## src/rtl/mini_src_pkg.sv

```systemverilog
// Shared definitions for the Mini SRC control sequencer: opcodes, IR field
// positions, sequencer state encoding and ALU op one-hot bit positions.
package mini_src_pkg;

  localparam int unsigned IR_W   = 32;
  localparam int unsigned OPC_W  = 5;
  localparam int unsigned REG_W  = 4;
  localparam int unsigned NREG   = 16;
  localparam int unsigned NOP    = 13;
  localparam int unsigned STEP_W = 4;

  localparam int unsigned OPC_MSB = 31;
  localparam int unsigned OPC_LSB = 27;
  localparam int unsigned RA_MSB  = 26;
  localparam int unsigned RA_LSB  = 23;
  localparam int unsigned RB_MSB  = 22;
  localparam int unsigned RB_LSB  = 19;
  localparam int unsigned RC_MSB  = 18;
  localparam int unsigned RC_LSB  = 15;

  localparam logic [OPC_W-1:0] OPC_ADD  = 5'b00011;
  localparam logic [OPC_W-1:0] OPC_SUB  = 5'b00100;
  localparam logic [OPC_W-1:0] OPC_AND  = 5'b00101;
  localparam logic [OPC_W-1:0] OPC_OR   = 5'b00110;
  localparam logic [OPC_W-1:0] OPC_ROR  = 5'b00111;
  localparam logic [OPC_W-1:0] OPC_ROL  = 5'b01000;
  localparam logic [OPC_W-1:0] OPC_SHR  = 5'b01001;
  localparam logic [OPC_W-1:0] OPC_SHRA = 5'b01010;
  localparam logic [OPC_W-1:0] OPC_SHL  = 5'b01011;
  localparam logic [OPC_W-1:0] OPC_DIV  = 5'b01111;
  localparam logic [OPC_W-1:0] OPC_MUL  = 5'b10000;
  localparam logic [OPC_W-1:0] OPC_NEG  = 5'b10001;
  localparam logic [OPC_W-1:0] OPC_NOT  = 5'b10010;

  // Bit positions inside the 13-bit ALU op one-hot
  localparam int unsigned OP_AND  = 12;
  localparam int unsigned OP_OR   = 11;
  localparam int unsigned OP_ADD  = 10;
  localparam int unsigned OP_SUB  = 9;
  localparam int unsigned OP_MUL  = 8;
  localparam int unsigned OP_DIV  = 7;
  localparam int unsigned OP_SHR  = 6;
  localparam int unsigned OP_SHRA = 5;
  localparam int unsigned OP_SHL  = 4;
  localparam int unsigned OP_ROR  = 3;
  localparam int unsigned OP_ROL  = 2;
  localparam int unsigned OP_NEG  = 1;
  localparam int unsigned OP_NOT  = 0;

  typedef enum logic [STEP_W-1:0] {
    S_IDLE = 4'd0,
    S_T0   = 4'd1,
    S_T1   = 4'd2,
    S_T2   = 4'd3,
    S_T3   = 4'd4,
    S_T4   = 4'd5,
    S_T5   = 4'd6,
    S_T6   = 4'd7
  } state_e;

  typedef enum logic [1:0] {
    CLS_ALU     = 2'd0,
    CLS_MULDIV  = 2'd1,
    CLS_UNARY   = 2'd2,
    CLS_ILLEGAL = 2'd3
  } op_class_e;

  function automatic logic [NREG-1:0] reg_onehot(input logic [REG_W-1:0] idx);
    return NREG'(1) << idx;
  endfunction

endpackage

```

## src/rtl/ir_decode.sv

```systemverilog
// Combinational instruction decoder: opcode class, ALU op one-hot and
// one-hot register selects for the Ra/Rb/Rc fields of the IR.
module ir_decode
  import mini_src_pkg::*;
(
  input  logic [IR_W-1:0] ir,
  output op_class_e       op_class,
  output logic [NOP-1:0]  op_onehot,
  output logic [NREG-1:0] ra_oh,
  output logic [NREG-1:0] rb_oh,
  output logic [NREG-1:0] rc_oh
);

  logic [OPC_W-1:0] opcode;
  logic             unused_ir_bits;

  assign opcode         = ir[OPC_MSB:OPC_LSB];
  assign ra_oh          = reg_onehot(ir[RA_MSB:RA_LSB]);
  assign rb_oh          = reg_onehot(ir[RB_MSB:RB_LSB]);
  assign rc_oh          = reg_onehot(ir[RC_MSB:RC_LSB]);
  assign unused_ir_bits = ^ir[RC_LSB-1:0];

  always_comb begin
    op_class  = CLS_ILLEGAL;
    op_onehot = '0;
    case (opcode)
      OPC_ADD:  begin op_class = CLS_ALU;    op_onehot[OP_ADD]  = 1'b1; end
      OPC_SUB:  begin op_class = CLS_ALU;    op_onehot[OP_SUB]  = 1'b1; end
      OPC_AND:  begin op_class = CLS_ALU;    op_onehot[OP_AND]  = 1'b1; end
      OPC_OR:   begin op_class = CLS_ALU;    op_onehot[OP_OR]   = 1'b1; end
      OPC_ROR:  begin op_class = CLS_ALU;    op_onehot[OP_ROR]  = 1'b1; end
      OPC_ROL:  begin op_class = CLS_ALU;    op_onehot[OP_ROL]  = 1'b1; end
      OPC_SHR:  begin op_class = CLS_ALU;    op_onehot[OP_SHR]  = 1'b1; end
      OPC_SHRA: begin op_class = CLS_ALU;    op_onehot[OP_SHRA] = 1'b1; end
      OPC_SHL:  begin op_class = CLS_ALU;    op_onehot[OP_SHL]  = 1'b1; end
      OPC_DIV:  begin op_class = CLS_MULDIV; op_onehot[OP_DIV]  = 1'b1; end
      OPC_MUL:  begin op_class = CLS_MULDIV; op_onehot[OP_MUL]  = 1'b1; end
      OPC_NEG:  begin op_class = CLS_UNARY;  op_onehot[OP_NEG]  = 1'b1; end
      OPC_NOT:  begin op_class = CLS_UNARY;  op_onehot[OP_NOT]  = 1'b1; end
      default:  begin op_class = CLS_ILLEGAL; op_onehot = '0; end
    endcase
  end

endmodule

```

## src/rtl/control_unit.sv

```systemverilog
// Hardwired T-step sequencer for the Mini SRC datapath: fetch, then execute
// of ALU, MUL/DIV and NEG/NOT instructions. Strobes are Moore outputs of step + IR.
module control_unit
  import mini_src_pkg::*;
(
  input  logic        clk,
  input  logic        reset,
  input  logic        run,
  input  logic [31:0] ir,
  output logic [15:0] Rout,
  output logic [15:0] Rin,
  output logic        HIout,
  output logic        LOout,
  output logic        Zhighout,
  output logic        Zlowout,
  output logic        PCout,
  output logic        MDRout,
  output logic        HIin,
  output logic        LOin,
  output logic        PCin,
  output logic        IRin,
  output logic        Zin,
  output logic        Yin,
  output logic        MARin,
  output logic        MDRin,
  output logic        Read,
  output logic        IncPC,
  output logic        AND,
  output logic        OR,
  output logic        ADD,
  output logic        SUB,
  output logic        MUL,
  output logic        DIV,
  output logic        SHR,
  output logic        SHRA,
  output logic        SHL,
  output logic        ROR,
  output logic        ROL,
  output logic        NEG,
  output logic        NOT,
  output logic        illegal,
  output logic [3:0]  step
);

  state_e          state_q, state_d, end_state;
  op_class_e       op_class;
  logic [NOP-1:0]  op_onehot;
  logic [NOP-1:0]  alu_op;
  logic [NREG-1:0] ra_oh, rb_oh, rc_oh;

  ir_decode u_ir_decode (
    .ir        (ir),
    .op_class  (op_class),
    .op_onehot (op_onehot),
    .ra_oh     (ra_oh),
    .rb_oh     (rb_oh),
    .rc_oh     (rc_oh)
  );

  // State register; reset takes priority over everything
  always_ff @(posedge clk) begin
    if (!reset) state_q <= S_IDLE;
    else        state_q <= state_d;
  end

  // Next step; run is only consulted in IDLE and at the final step
  always_comb begin
    end_state = run ? S_T0 : S_IDLE;
    state_d   = state_q;
    case (state_q)
      S_IDLE:  state_d = run ? S_T0 : S_IDLE;
      S_T0:    state_d = S_T1;
      S_T1:    state_d = S_T2;
      S_T2:    state_d = S_T3;
      S_T3:    state_d = (op_class == CLS_ILLEGAL) ? end_state : S_T4;
      S_T4:    state_d = (op_class == CLS_UNARY)   ? end_state : S_T5;
      S_T5:    state_d = (op_class == CLS_ALU)     ? end_state : S_T6;
      S_T6:    state_d = end_state;
      default: state_d = S_IDLE;
    endcase
  end

  // Strobe decode; the IR is only looked at from T3 onward
  always_comb begin
    Rout = '0; Rin = '0; alu_op = '0;
    HIout = 1'b0; LOout = 1'b0; Zhighout = 1'b0; Zlowout = 1'b0;
    PCout = 1'b0; MDRout = 1'b0;
    HIin = 1'b0; LOin = 1'b0; PCin = 1'b0; IRin = 1'b0; Zin = 1'b0;
    Yin = 1'b0; MARin = 1'b0; MDRin = 1'b0;
    Read = 1'b0; IncPC = 1'b0; illegal = 1'b0;
    case (state_q)
      S_T0: begin PCout = 1'b1; MARin = 1'b1; IncPC = 1'b1; PCin = 1'b1; end
      S_T1: begin Read = 1'b1; MDRin = 1'b1; end
      S_T2: begin MDRout = 1'b1; IRin = 1'b1; end
      S_T3: begin
        case (op_class)
          CLS_ALU:    begin Rout = rb_oh; Yin = 1'b1; end
          CLS_MULDIV: begin Rout = ra_oh; Yin = 1'b1; end
          CLS_UNARY:  begin Rout = rb_oh; alu_op = op_onehot; Zin = 1'b1; end
          default:    illegal = 1'b1;
        endcase
      end
      S_T4: begin
        case (op_class)
          CLS_ALU:    begin Rout = rc_oh; alu_op = op_onehot; Zin = 1'b1; end
          CLS_MULDIV: begin Rout = rb_oh; alu_op = op_onehot; Zin = 1'b1; end
          CLS_UNARY:  begin Zlowout = 1'b1; Rin = ra_oh; end
          default:    ;
        endcase
      end
      S_T5: begin
        case (op_class)
          CLS_ALU:    begin Zlowout = 1'b1; Rin = ra_oh; end
          CLS_MULDIV: begin Zlowout = 1'b1; LOin = 1'b1; end
          default:    ;
        endcase
      end
      S_T6: begin
        if (op_class == CLS_MULDIV) begin
          Zhighout = 1'b1;
          HIin     = 1'b1;
        end
      end
      default: ;
    endcase
  end

  assign AND  = alu_op[OP_AND];
  assign OR   = alu_op[OP_OR];
  assign ADD  = alu_op[OP_ADD];
  assign SUB  = alu_op[OP_SUB];
  assign MUL  = alu_op[OP_MUL];
  assign DIV  = alu_op[OP_DIV];
  assign SHR  = alu_op[OP_SHR];
  assign SHRA = alu_op[OP_SHRA];
  assign SHL  = alu_op[OP_SHL];
  assign ROR  = alu_op[OP_ROR];
  assign ROL  = alu_op[OP_ROL];
  assign NEG  = alu_op[OP_NEG];
  assign NOT  = alu_op[OP_NOT];
  assign step = STEP_W'(state_q);

endmodule

```

## config.mk

```make
export PLATFORM = sky130hd
export DESIGN_NAME = control_unit
export DESIGN_NICKNAME = d
export VERILOG_FILES = /design/src/rtl/mini_src_pkg.sv /design/src/rtl/ir_decode.sv /design/src/rtl/control_unit.sv
export SDC_FILE = /design/constraint.sdc
export NUM_CORES = 1
export LEC_CHECK = 0
export CAP_MARGIN = 25
export CORE_AREA = 2 2 70 72
export CTS_BUF_LIST = sky130_fd_sc_hd__clkbuf_16
export CTS_CLUSTER_SIZE = 25
export DETAILED_ROUTE_END_ITERATION = 8
export DIE_AREA = 0 0 72 74
export GPL_ROUTABILITY_DRIVEN = 0
export GPL_TIMING_DRIVEN = 0
export PLACE_DENSITY_LB_ADDON = 0.1
export SLEW_MARGIN = 25
export SYNTH_ARGS = -nofsm -noshare
export SYNTH_HDL_FRONTEND = slang
export SYNTH_SLANG_ARGS = --single-unit
```

## constraint.sdc

```tcl
create_clock -name clk -period 1.75 [get_ports clk]
set_input_delay 0.2625 -clock clk [delete_from_list [all_inputs] [get_ports clk]]
set_output_delay 0.2625 -clock clk [all_outputs]
set_load 0.01 [all_outputs]
```

==> results.txt, run 1 <==
The critical path launch point type is an input port. The largest single stage delay on the critical path is roughly 0.37 ns. The utilization after layout is about three quarters.

The number of flops mapped to enable cells by yosys is 0. The count of boundary I/O pins is 101. Buffers placed on the I/O ports in this run total 80. For this design, the slowest cell found on the critical path is sky130_fd_sc_hd__or3b_4.

The routed via count is 2,390. The count of max-cap constraint violations is 0. The first-iteration detailed-routing DRC count is 270. The area of the mapped netlist is 1480 um2. The final worst slack is -0.526 ns. The basic-gate share of the synthesized area counting and, or, nand and nor cells is between 40 and 50%.

The checks that failed: setup timing. The sum of net half-perimeters after detailed placement came out at ~4600 um. The DRC violations left came out at 0.

The number of failing setup endpoints in the final timing report is 45. The setup slack at placement is -1.46 ns. In the finished design, the share of the clock period the worst path needs comes to 130%. The number of antenna diodes in the final layout is 0. For this run, the number of Yosys warnings is 0. The core region is roughly 4600 um2. The arrival time of data at the critical path endpoint is ~2.0 ns.

The data required time of the worst path came out at approximately 1.5 ns. Clock-pin slew was measured on the worst setup and hold paths at 0.03 ns. After detailed routing, the number of vias per cell comes to 5.82. The worst setup path is captured at an output port. The flow ran to the end, but the final reports show violations.

The effective utilization at floorplan came out at 32.1%. The worst-skew pair later-pin latency came out at between 0.2 and 0.25 ns. The routed length on met2 is around 4000 um. The final layout net count is between 300 and 400.

Setup repair after global routing could not meet its margin everywhere. The critical path goes through buf_8, buf_8, or3b_4, a21o_1, o22a_1, buf_6, buf_6, buf_12, nor4_4, buf_2. The static leakage came out at between 1 and 1.5 nW. The die span in y came out at approximately 74 um. The total number of clock tree sinks came out at 3. The die covers between 5000 and 6000 um2. The worst-case IR drop observed on VDD is approximately 650 uV. The number of antenna violations at the first check in global routing was 0.

The clock tree root driver cell is sky130_fd_sc_hd__clkbuf_16. The flip-flop count of the largest register after layout is 3. The buffers plus inverters on the worst setup path came out at 6. The count of H-tree levels built during CTS is 1. The average size of a mapped cell came out at a little under 7 um2. By area, the combinational part of the netlist is dominated by simple AND/OR/NAND/NOR gates.

The sum of overflow across all layers after global routing came out at 0. The number of different library cells in the post-synthesis netlist came out at 46. The TritonCTS buffer count is 3.

For this design the ratio of total power to cell area is 298 nW/um2. The cell class contributing the biggest share of worst-path delay is buffers and inverters. The final worst clock skew came out at between 0.005 and 0.006 ns. The highest fanout seen on the critical path is 6. Signal routing reaches up to met4.

The die span in x came out at just over 70 um. The wire length of the first global-routing pass came out at around 11,000 um. Derived from the worst setup path, the maximum achievable clock frequency is roughly 440 MHz. The number of max-slew violations in the final report came out at 0. The hold-fix buffer count after cts is 0. Global routing consumed, over all layers together, 26.0% of the routing resources.

The maximum count of clock buffers along a single path is 2. The number of global-route vias before repair is around 2.2k. After detailed routing, the wire length on met1 is approximately 3000 um.

The setup path with the least slack is of type in2out. Entering global routing, the biggest net connects 11 pins. The layout cell share with drive strength beyond 1 came out at about two thirds. The detail route stage leaves a number of antenna-violating nets equal to 0. For this run, the leading register cell type out of synthesis is sky130_fd_sc_hd__dfxtp_1. Compared with the post-synthesis result, the final layout area differs by 135%. The share of async-settable or async-resettable flops after synthesis is 0%.

The synthesized design contains 3 register bits. The row count is 25. The routed length on met3 came out at between 500 and 600 um. Summed over all layers, the routed wires come to 7740 um. The total iterations of the first detailed-routing run is 4. TritonCTS built the clock tree. Multiplexer cells account for 0.678% of the synthesized area. The wire length per cell after detailed routing is roughly 19 um. The adder-cell area share of the yosys netlist is 0%.

The worst hold path belongs to the class in2reg. The number of hold violations in the final report came out at 0. Summing the areas of all xor and xnor instances in the mapped netlist gives 0% of the synthesized area. The share of the yosys chip area belonging to registers came out at between 4 and 5%. The synthesized netlist devotes 38.0% of its cell area to compound gates.

The minimum period implied by the final worst setup slack is roughly 2.3 ns. Synthesis handed over a netlist of ~220 instances.
## final cells by class
class                      count  area, um2
sequential                     3       68.8
clock buffer                   3       75.1
multi-input combinational    188       1900
buffer                        21        231
fill                         340       1120
clock inverter                 1       3.75
timing repair buffer         138       1110
tap                           54       67.6
inverter                       3       13.8
## power breakdown
| part | leakage [nW] | total (mW) | switching, mW | internal [mW] |
|---|---|---|---|---|
| combinational | 1.33 | 0.580 | 0.307 | 0.273 |
| sequential | 0.0264 | 0.0876 | 0.0114 | 0.0763 |
| clock | 0.0423 | 0.367 | 0.0713 | 0.295 |
## kinds of logic (layout without fill, tap and decap cells)
logic type / after synthesis / in the layout
other: 1 / 3
buffers and inverters: 29 / 166
muxes: 1 / 1
DFF: 3 / 3
and+or+nand+nor: 108 / 108
AOI/OAI and AO/OA: 76 / 76
## worst paths after layout
path,start,endpoint,slack [ns],cells past startpoint
worst max register to register,step[0]$_SDFF_PN0_,step[2]$_SDFF_PN0_,0.39,6
worst max-delay path,ir[29],Rin[9],-0.53,10
worst min-delay path,reset,step[2]$_SDFF_PN0_,0.68,2
worst min register to register,step[2]$_SDFF_PN0_,step[1]$_SDFF_PN0_,0.70,2
## metrics by stage
step	hold slack (ns)	area (um2)	setup TNS, ns	power [mW]	instances
after global placement	0.708	2640	-55.18	0.475	354
after floorplan	0.390	1770	-2.61	0.326	220
after CTS	0.644	3140	-15.45	0.935	390
after detailed placement	0.710	2640	-55.38	0.478	354
after global routing	0.693	3470	-17.61	1.07	411
final	0.681	3470	-15.00	1.03	411
## timing repair
| action | CTS | global route |
|---|---|---|
| setup buffers | 34 | 24 |
| pin swaps | 32 | 25 |
| setup endpoints to repair | 62 | 55 |
| gates cloned | 2 | 0 |
| resized for setup | 288 | 89 |
## routing by layer
metal / GRT usage, % / up-vias
li1: - / 1110
met1: 33.3 / 1144
met2: 45.0 / 114
met3: 4.47 / 22
met4: 7.55 / 0
met5: 0 / -
## layout by cell type (no fill, tap or decap), drive strengths merged, types with 6 or more instances in the layout
master,netlist,final
a21oi,6,6
nor2,26,26
nand2,14,14
clkdlybuf4s50,0,15
nor4,17,17
o22ai,17,17
o22a,11,11
a32oi,11,11
a22oi,7,7
nor2b,9,9
nand2b,14,14
clkbuf,5,12
nor3,7,7
buf,21,126
o21ai,7,7
## synthesized netlist by cell type (2+ instances only)
cell	number	share of area [%]
sky130_fd_sc_hd__a21boi_0	2	1.0
sky130_fd_sc_hd__a21o_1	2	1.0
sky130_fd_sc_hd__a21oi_1	6	2.0
sky130_fd_sc_hd__a22oi_1	7	3.6
sky130_fd_sc_hd__a2bb2oi_1	2	1.2
sky130_fd_sc_hd__a32oi_1	11	6.5
sky130_fd_sc_hd__and2_1	4	1.7
sky130_fd_sc_hd__buf_2	7	2.4
sky130_fd_sc_hd__buf_4	10	5.1
sky130_fd_sc_hd__buf_6	2	1.5
sky130_fd_sc_hd__clkbuf_1	5	1.3
sky130_fd_sc_hd__dfxtp_1	3	4.1
sky130_fd_sc_hd__inv_1	3	0.76
sky130_fd_sc_hd__nand2_1	14	3.6
sky130_fd_sc_hd__nand2b_1	14	5.9
sky130_fd_sc_hd__nand3_1	2	0.68
sky130_fd_sc_hd__nor2_1	26	6.6
sky130_fd_sc_hd__nor2b_1	9	3.8
sky130_fd_sc_hd__nor3_1	7	2.4
sky130_fd_sc_hd__nor3b_1	3	1.5
sky130_fd_sc_hd__nor4_1	9	3.8
sky130_fd_sc_hd__nor4_2	5	4.2
sky130_fd_sc_hd__nor4_4	3	4.3
sky130_fd_sc_hd__o21a_1	3	1.5
sky130_fd_sc_hd__o21ai_0	7	2.4
sky130_fd_sc_hd__o22a_1	11	6.5
sky130_fd_sc_hd__o22ai_1	17	7.2
sky130_fd_sc_hd__o2bb2ai_1	3	1.8
sky130_fd_sc_hd__or2_2	4	1.7
Note: power is estimated with default switching activity, not from simulation.
==> inputs of run 2 (changes only) <==
- SLEW_MARGIN: 25 -> 10
==> results of run 2 <==
Final layout, timing and power as in run 1 (identical DEF).
==> inputs of run 3 (changes only) <==
- MAX_ROUTING_LAYER: default -> met4
==> run 3 against run 2 <==
The flow still finishes with violations (setup timing). Clock skew hardly changed. Non-clock buffer count unchanged. Combinational power about the same. Register-to-register slack about the same. Count of clock-buffer cells in the layout stayed put. Total power about the same. Critical path depth unchanged. Global-route usage up 0.82 points. Final area is the same. Critical path type unchanged.
==> results.txt, run 3 (synthesis gave the netlist of run 1 again) <==
The flow ran to the end, but the final reports show violations. The final reports fail on setup timing. The area taken by multi-input logic gates is 1900 um2 (unchanged). The detailed-route wire length is 7770 um (+0.41%). The area added between synthesis and finish came out at 135% (unchanged). The maximum count of clock buffers along a single path came to 2 (unchanged). The total iterations of the first detailed-routing run is 4 (unchanged).

The hold path endpoint is step[2]$_SDFF_PN0_. The number of failing setup endpoints in the final timing report came out at 45 (unchanged). The number of global-route vias before repair came out at 2,182 (+0.18%). The row count was 25 (unchanged).

The highest clock frequency the design can meet came to 439 MHz (-0.15%). The total die area came to 5330 um2 (unchanged). The setup path with the least slack is of type in2out. The routed via count came to 2,376 (-0.59%).

The total number of clock tree sinks came out at 3 (unchanged). The power density over the cells was 298 nW/um2 (about the same). The final worst clock skew came out at 0.00609 ns (+0.000192 ns). The area of the core is 4600 um2 (unchanged). The path class of the tightest hold or removal check is in2reg. The launch point of the worst reg-to-reg path is step[0]$_SDFF_PN0_. The switching portion of total power was 37.7% (-0.043 points). The layout cell share with drive strength beyond 1 is 68.1% (unchanged). The data required time of the worst path is 1.49 ns (about the same).

The utilization after layout came out at 75.5% (unchanged). Traced cell by cell, the critical path runs through buf_8, buf_8, or3b_4, a21o_1, o22a_1, buf_6, buf_6, buf_12, nor4_4, buf_2. In this run the clock root is driven by a sky130_fd_sc_hd__clkbuf_16. The flip-flop and latch area came to 68.8 um2 (unchanged).

The fraction of power consumed by combinational cells is 56.2% (about the same). The static leakage came out at 1.40 nW (unchanged). The highest fanout seen on the critical path came to 6 (unchanged). The sum of overflow across all layers after global routing came to 0 (unchanged). Setup repair after global routing could not meet its margin everywhere. The number of fillers in the final layout is 340 (unchanged). The worst-skew pair later-pin latency came out at 0.23 ns (about the same).

The largest stage delay on the critical path came out at 0.37 ns (about the same). STA classifies the critical path endpoint as an output port. The worst reg-to-reg setup slack is 0.39 ns (about the same).

The sum of net half-perimeters after detailed placement came to 4600 um (unchanged). The TritonCTS clock tree is done. The number of hold violations in the final report is 0 (unchanged). The most common cell after layout, fill and taps aside is sky130_fd_sc_hd__buf_4.

The count of boundary I/O pins came out at 101 (unchanged). The arrival time of data at the critical path endpoint came out at 2.02 ns (about the same). The final layout net count came to 393 (unchanged). The critical path's slowest cell is sky130_fd_sc_hd__or3b_4. The relative contribution of the clock network to total power came out at 35.4% (about the same). The number of cells on the worst reg-to-reg path is 6 (unchanged). The count of max-cap constraint violations came out at 0 (unchanged). The TritonCTS buffer count came out at 3 (unchanged). The internal cell power is 0.644 mW (about the same). The fraction of the cycle the final worst path needs is 130% (+0.19 points). The endpoint identified for the worst register-to-register timing path is step[2]$_SDFF_PN0_. The number of port buffers came to 80 (unchanged). The switching power summed over all nets is 0.389 mW (-0.20%).

The wire length per cell after detailed routing is 18.9 um (+0.41%). The final antenna-violating net count came out at 0 (unchanged). The effective utilization at floorplan came out at 32.1% (unchanged). The total global-route track usage came out at 26.8% (+0.82 points). The critical path launch point type is an input port. The DRC violations left came to 0 (unchanged). The final worst slack is -0.529 ns (-0.00335 ns).

The maximum ir drop on the vdd rail is 650 uV (about the same). The clock transition at the register clock pins on the worst setup and hold paths after CTS was 0.03 ns (about the same). The wire length of the first global-routing pass is 11,100 um (about the same). The setup slack at placement was -1.46 ns (unchanged). The final total power is 1.03 mW (about the same).

The die span in x came out at 72 um (unchanged). The minimum period implied by the final worst setup slack is 2.28 ns (+0.00335 ns). The largest net degree at the start of global routing came out at 11 (unchanged). The startpoint of the tightest hold check path is reset. The hold-fix buffer count after cts came out at 0 (unchanged).

The number of antenna violations at the first check in global routing is 0 (unchanged). The total inserted antenna cells is 0 (unchanged). The worst hold path stage count came to 2 (unchanged). The part of the power in registers was 8.5% (about the same). The flip-flop count of the largest register after layout was 3 (unchanged). The number of vias per cell after detailed routing came out at 5.78 (-0.59%).

Leaving out fill and tap cells, the most frequent cells in the layout are 44 x sky130_fd_sc_hd__buf_4, 42 x sky130_fd_sc_hd__buf_2, 32 x sky130_fd_sc_hd__buf_6, 15 x sky130_fd_sc_hd__nor4_4, 15 x sky130_fd_sc_hd__clkdlybuf4s50_1. The first-iteration detailed-routing DRC count was 244 (-9.6%). The count of H-tree levels built during CTS is 1 (unchanged).

The number of max-slew violations in the final report came to 0 (unchanged). The die span in y was 74 um (unchanged).
run 3: cell counts in the layout (fill, tap and decap cells not counted):
No cell type changed its count.
run 3: worst max path at each step:
stage / from / endpoint / slack [ns] / cells after the start
floorplan: ir[29] / Rin[0] / -0.13 / 6
global placement: ir[29] / Rout[11] / -1.40 / 9
detailed placement: ir[29] / Rout[11] / -1.46 / 9
CTS: ir[26] / Rout[1] / -0.57 / 6
global route: ir[29] / Rin[9] / -0.56 / 10
finish: ir[29] / Rin[9] / -0.53 / 10
run 3: per-stage QoR:
step | hold WS [ns] | setup TNS (ns) | cells | instance area (um2)
2_1_floorplan | 0.390 | -2.61 | 220 | 1770
3_3_place_gp | 0.708 | -55.18 | 354 | 2640
3_5_place_dp | 0.710 | -55.38 | 354 | 2640
4_1_cts | 0.644 | -15.45 | 390 | 3140
5_1_grt | 0.693 | -17.58 | 411 | 3470
6_report | 0.684 | -15.10 | 411 | 3470
run 3: timing repair:
action,in CTS,in global routing
gates resized for setup,288,89
gates cloned,2,0
setup buffers,34,24
pin swaps,32,25
setup endpoints to repair,62,55
run 3: power groups by stage:
stage | Sequential [mW] | Combinational (mW) | Clock, mW
final | 0.0877 | 0.580 | 0.365
after global routing | 0.0883 | 0.608 | 0.375
after CTS | 0.0827 | 0.488 | 0.364
after detailed placement | 0.0846 | 0.393 | 0
after global placement | 0.0842 | 0.390 | 0
after floorplan | 0.0855 | 0.241 | 0
run 3: cell type report:
class,instances,area share [%]
clock inverter,1,0.108
inverter,3,0.396
clock buffer,3,2.16
buffer,21,6.66
multi-input combinational,188,54.7
timing repair buffer,138,32.0
tap,54,1.95
sequential,3,1.98
run 3: critical path, delay by kind of cell:
family          cells  cell delay [ns]
compound gates      2             0.44
buf+inv             6             0.80
simple gates        2             0.52
run 3: routing by layer:
layer	up-vias	global-route usage, %	part of all wire, %
met5	-	-	0
met3	18	3.93	6.0
met1	1129	33.6	40
met4	0	7.55	1.9
met2	118	45.0	52
li1	1111	-	-
